[config.mk]
export PLATFORM = sky130hd
export DESIGN_NAME = multicycle_control
export DESIGN_NICKNAME = d
export VERILOG_FILES = /design/src/rtl/multicycle_control.sv
export SDC_FILE = /design/constraint.sdc
export NUM_CORES = 1
export LEC_CHECK = 0
export ABC_AREA = 1
export CAP_MARGIN = 20
export CORE_MARGIN = 10
export CORE_UTILIZATION = 30
export DETAILED_ROUTE_END_ITERATION = 6
export PLACE_DENSITY = 0.72
export SLEW_MARGIN = 0
export SYNTH_ARGS = -nofsm -noshare
export SYNTH_HDL_FRONTEND = slang
export SYNTH_SLANG_ARGS = --single-unit
[constraint.sdc]
create_clock -name clk -period 1.05 [get_ports clk]
set_input_delay 0.105 -clock clk [delete_from_list [all_inputs] [get_ports clk]]
set_output_delay 0.105 -clock clk [all_outputs]
set_load 0.01 [all_outputs]
[src/rtl/multicycle_control.sv]
// Multi-cycle MIPS control FSM: one instruction through fetch/decode/execute/mem/writeback.
// Define MEM_WAIT_EN to let mem_ready stall FETCH, MEMRD and MEMWR; otherwise mem_ready is ignored.
module multicycle_control (
    input  logic       clk,
    input  logic       rst_n,
    input  logic [5:0] opcode,
    input  logic [5:0] funct,
    input  logic       mem_ready,
    output logic       PCWrite,
    output logic       PCWriteCond,
    output logic       NEqual,
    output logic       IorD,
    output logic       MemRead,
    output logic       MemWrite,
    output logic       IRWrite,
    output logic       MemtoReg,
    output logic       RegDst,
    output logic       RegWrite,
    output logic       Jal,
    output logic       ALUSrcA,
    output logic [1:0] ALUSrcB,
    output logic [1:0] ALUOp,
    output logic [1:0] PCSource,
    output logic [3:0] state_o,
    output logic       instr_done,
    output logic       illegal
);

    // state  | meaning
    // IDLE   | post-reset bubble
    // FETCH  | read instruction, PC += 4 on ready
    // DECODE | read registers, precompute branch target
    // MEMADR | effective address for lw/sw
    // MEMRD  | data read
    // MEMWB  | load writeback
    // MEMWR  | data write
    // EXEC   | R-type ALU op
    // ALUWB  | R-type writeback
    // ADDIEX | addi ALU op
    // ADDIWB | addi writeback
    // BRANCH | beq/bne compare and conditional PC load
    // JUMP   | j
    // JAL    | jal, link to $31
    // JR     | jr
    typedef enum logic [3:0] {
        S_IDLE   = 4'd0,
        S_FETCH  = 4'd1,
        S_DECODE = 4'd2,
        S_MEMADR = 4'd3,
        S_MEMRD  = 4'd4,
        S_MEMWB  = 4'd5,
        S_MEMWR  = 4'd6,
        S_EXEC   = 4'd7,
        S_ALUWB  = 4'd8,
        S_ADDIEX = 4'd9,
        S_ADDIWB = 4'd10,
        S_BRANCH = 4'd11,
        S_JUMP   = 4'd12,
        S_JAL    = 4'd13,
        S_JR     = 4'd14
    } state_t;

    state_t state_q, state_d;
    logic   rdy;

`ifdef MEM_WAIT_EN
    assign rdy = mem_ready;
`else
    logic unused_mem_ready;
    assign unused_mem_ready = mem_ready;
    assign rdy = 1'b1;
`endif

    always_ff @(posedge clk or negedge rst_n) begin
        if (!rst_n) state_q <= S_IDLE;
        else        state_q <= state_d;
    end

    assign state_o = state_q;

    always_comb begin
        state_d     = state_q;
        PCWrite     = 1'b0;
        PCWriteCond = 1'b0;
        NEqual      = 1'b0;
        IorD        = 1'b0;
        MemRead     = 1'b0;
        MemWrite    = 1'b0;
        IRWrite     = 1'b0;
        MemtoReg    = 1'b0;
        RegDst      = 1'b0;
        RegWrite    = 1'b0;
        Jal         = 1'b0;
        ALUSrcA     = 1'b0;
        ALUSrcB     = 2'b00;
        ALUOp       = 2'b00;
        PCSource    = 2'b00;
        instr_done  = 1'b0;
        illegal     = 1'b0;
        case (state_q)
            S_IDLE: state_d = S_FETCH;
            S_FETCH: begin
                MemRead = 1'b1;
                IRWrite = rdy;
                PCWrite = rdy;
                ALUSrcB = 2'b01;
                if (rdy) state_d = S_DECODE;
            end
            S_DECODE: begin
                ALUSrcB = 2'b11;
                case (opcode)
                    6'b000000: state_d = (funct == 6'b001000) ? S_JR : S_EXEC;
                    6'b001000: state_d = S_ADDIEX;
                    6'b100011,
                    6'b101011: state_d = S_MEMADR;
                    6'b000100,
                    6'b000101: state_d = S_BRANCH;
                    6'b000010: state_d = S_JUMP;
                    6'b000011: state_d = S_JAL;
                    default: begin
                        illegal = 1'b1;
                        state_d = S_FETCH;
                    end
                endcase
            end
            S_MEMADR: begin
                ALUSrcA = 1'b1;
                ALUSrcB = 2'b10;
                // opcode[3] separates sw (101011) from lw (100011)
                state_d = opcode[3] ? S_MEMWR : S_MEMRD;
            end
            S_MEMRD: begin
                MemRead = 1'b1;
                IorD    = 1'b1;
                if (rdy) state_d = S_MEMWB;
            end
            S_MEMWB: begin
                RegWrite   = 1'b1;
                MemtoReg   = 1'b1;
                instr_done = 1'b1;
                state_d    = S_FETCH;
            end
            S_MEMWR: begin
                MemWrite   = 1'b1;
                IorD       = 1'b1;
                instr_done = rdy;
                if (rdy) state_d = S_FETCH;
            end
            S_EXEC: begin
                ALUSrcA = 1'b1;
                ALUOp   = 2'b10;
                state_d = S_ALUWB;
            end
            S_ALUWB: begin
                RegWrite   = 1'b1;
                RegDst     = 1'b1;
                instr_done = 1'b1;
                state_d    = S_FETCH;
            end
            S_ADDIEX: begin
                ALUSrcA = 1'b1;
                ALUSrcB = 2'b10;
                state_d = S_ADDIWB;
            end
            S_ADDIWB: begin
                RegWrite   = 1'b1;
                instr_done = 1'b1;
                state_d    = S_FETCH;
            end
            S_BRANCH: begin
                ALUSrcA     = 1'b1;
                ALUOp       = 2'b01;
                PCWriteCond = 1'b1;
                PCSource    = 2'b01;
                NEqual      = opcode[0];
                instr_done  = 1'b1;
                state_d     = S_FETCH;
            end
            S_JUMP: begin
                PCWrite    = 1'b1;
                PCSource   = 2'b10;
                instr_done = 1'b1;
                state_d    = S_FETCH;
            end
            S_JAL: begin
                PCWrite    = 1'b1;
                PCSource   = 2'b10;
                RegWrite   = 1'b1;
                Jal        = 1'b1;
                instr_done = 1'b1;
                state_d    = S_FETCH;
            end
            S_JR: begin
                PCWrite    = 1'b1;
                PCSource   = 2'b11;
                instr_done = 1'b1;
                state_d    = S_FETCH;
            end
            // code 15 behaves as IDLE
            default: state_d = S_FETCH;
        endcase
    end

endmodule

==> run metrics <==
CP max stage delay 0.44 ns; sequential cell area fraction in the yosys report about a fifth; antenna violations before repair 0; endpoints failing setup 28; Cells after Synth 107; Overall Global Routing Usage 12.95%; Skew-Pair Late Insertion Delay 0.24 ns; crit share post-route 138.7%; detailed placer's ending HPWL 1.994 mm; post-synth top area share 18.65%; fin. max-slew vios 0; Final Hold Violating Endpoints 0; worst slack at placement -0.7898 ns; most frequent cells in the layout buf_4, buf_6, nand2_1, nor2_1, clkdlybuf4s50_1; CP arrival 1.35 ns; FP Rows 15; Initial DRT Pass Iterations 4; Final min period 1.457 ns; worst slew pin tran between 0.15 and 0.2 ns; RSZ-0062 raised after global routing yes; Clock Pin Slew Worst Setup and Hold Paths approximately 0.040 ns; P per Cell Area 2595 nW/um^2; clk_skew 0.003592 ns; core area approximately 1700 um^2; Total Die Area 3881 um^2; Num Clock Sinks 4; die width between 60 and 70 um; Max Cap Viol 0; crit path cell chain nor2_4, inv_4, nor2_4, buf_12, buf_6, buf_6; Rel. slew slack between 80 and 90%; post-synthesis net count ~120; Die Y between 60 and 70 um; YS warnings 0; largest area contributor in the netlist dfrtp_1; worst-path fanout max 4; Core Util, Final 80.59%; non-filler cells, final 206; vias per cell 4.612; Largest register FFs 4; synthesized area 536.8 um^2; WP data required 0.94 ns; share of layout cells above drive strength 1 59.12%; critical path's slowest cell dfrtp_2; Congestion Overflow GR 0; failing checks negative setup slack; top post-synthesis cells by area dfrtp_1, nand2_1, nor2_1; DR iter-0 viols 24; Top Ports 39; drc violations 0; Area Growth Syn to Fin 156.4%; GPL Wtd Cong 0.8518; post-DR wirelength/cell around 13 um; largest net degree at the start of global routing 7; Cell Area, Placed ~1200 um^2; TritonCTS clock tree done; cts bufs inserted 3; Leak 0.7610 nW; vias post-DR 950; commonest non-fill, non-tap cell in the layout buf_4; Cell variety after synth 15; # nets final 198; clock tree buffer depth 2; fmax just under 0.7 GHz; Final Power approximately 3.6 mW; CP endpoint kind primary output; total negative slack -7.943 ns; Starting Density a little under a third; H-tree level count 1; number of routed nets with antenna violations 0; hold_ws 0.06378 ns; maximum vdd drop 1.876 mV; ant diodes 0; Root Buffer clkbuf_4; first-pass GRT wire length ~4.3 mm; number of global-route vias before repair 1,022; Post-Route WL between 2 and 3 mm; startpoint types flip-flop; fill count 132; Setup Crit Path Kind flip-flop to primary output; #FFs+latches synth 4; Syn Area/Cell about 5 um^2; fin worst setup slack -0.4065 ns; Inst Count DP ~190; status finished, violations left; IO Port Bufs 37; fin area ~1400 um^2; Hold Path Class input port to asynchronous set/reset pin
-- kinds of logic (layout without fill, tap and decap cells) --
| logic type | Yosys count | after routing | synth area share, % |
|---|---|---|---|
| flops | 4 | 4 | 18.65 |
| compound gates | 8 | 8 | 8.158 |
| buf+inv | 25 | 99 | 18.18 |
| simple gates | 70 | 70 | 55.01 |
-- where the power goes --
group	total [mW]	switching [mW]	internal [mW]
sequential	0.385	0.150	0.236
clock	0.191	0.0629	0.128
combinational	3.00	1.42	1.57
-- area by class of cell --
class / count / area (um^2) / share of cell area (%)
Timing Repair Buffer: 72 / 631.9 / 45.91
Multi-Input combinational cell: 78 / 488.0 / 35.45
Sequential cell: 4 / 105.1 / 7.636
Inverter: 24 / 97.59 / 7.091
Tap cell: 25 / 31.28 / 2.273
Clock buffer: 3 / 22.52 / 1.636
-- path summary, 6_finish.rpt --
kind	end	slack, ns	cells past startpoint	from
min in group clk	state_o[1]	0.72	4	opcode[3]
min	state_o[1]	0.06	1	rst_n
max	IRWrite	-0.41	6	state_o[3]
min reg2reg	state_o[1]	0.79	3	state_o[2]
max reg2reg	state_o[0]	-0.34	8	state_o[3]
max in group asynchronous	state_o[3]	0.81	1	rst_n
-- critical path: cells and delay by family (launching register included) --
| family | cells | cell delay, ns |
|---|---|---|
| buf+inv | 4 | 0.35 |
| flops | 1 | 0.44 |
| simple gates | 2 | 0.32 |
-- cell usage after synthesis --
master    number
dfrtp_1        4
nor3_1         1
nand3_1        9
a21oi_1        1
nand2_1       26
nand4_1        3
o211ai_1       1
o22ai_1        1
o21ai_0        5
inv_1         22
inv_2          2
nor2_2         4
buf_4          1
nand2_2        1
nor2_1        26
-- repair_timing --
item,in CTS,in global routing
resized for setup,130,21
pin swaps,9,9
cloned,0,0
endpoints found under the hold margin,0,0
setup buffers,10,6
setup endpoints to repair,28,28
hold buffers,0,0
-- per-layer routing --
metal  global-route usage, %  part of all wire [%]  vias to the layer above
li1                        -                     -                      474
met1                   12.74                    40                      433
met2                   26.41                    54                       39
met3                   1.792                   4.8                        4
met4                   4.190                   1.1                        0
met5                       0                     0                        -
Power figures use the tool's default switching activity.
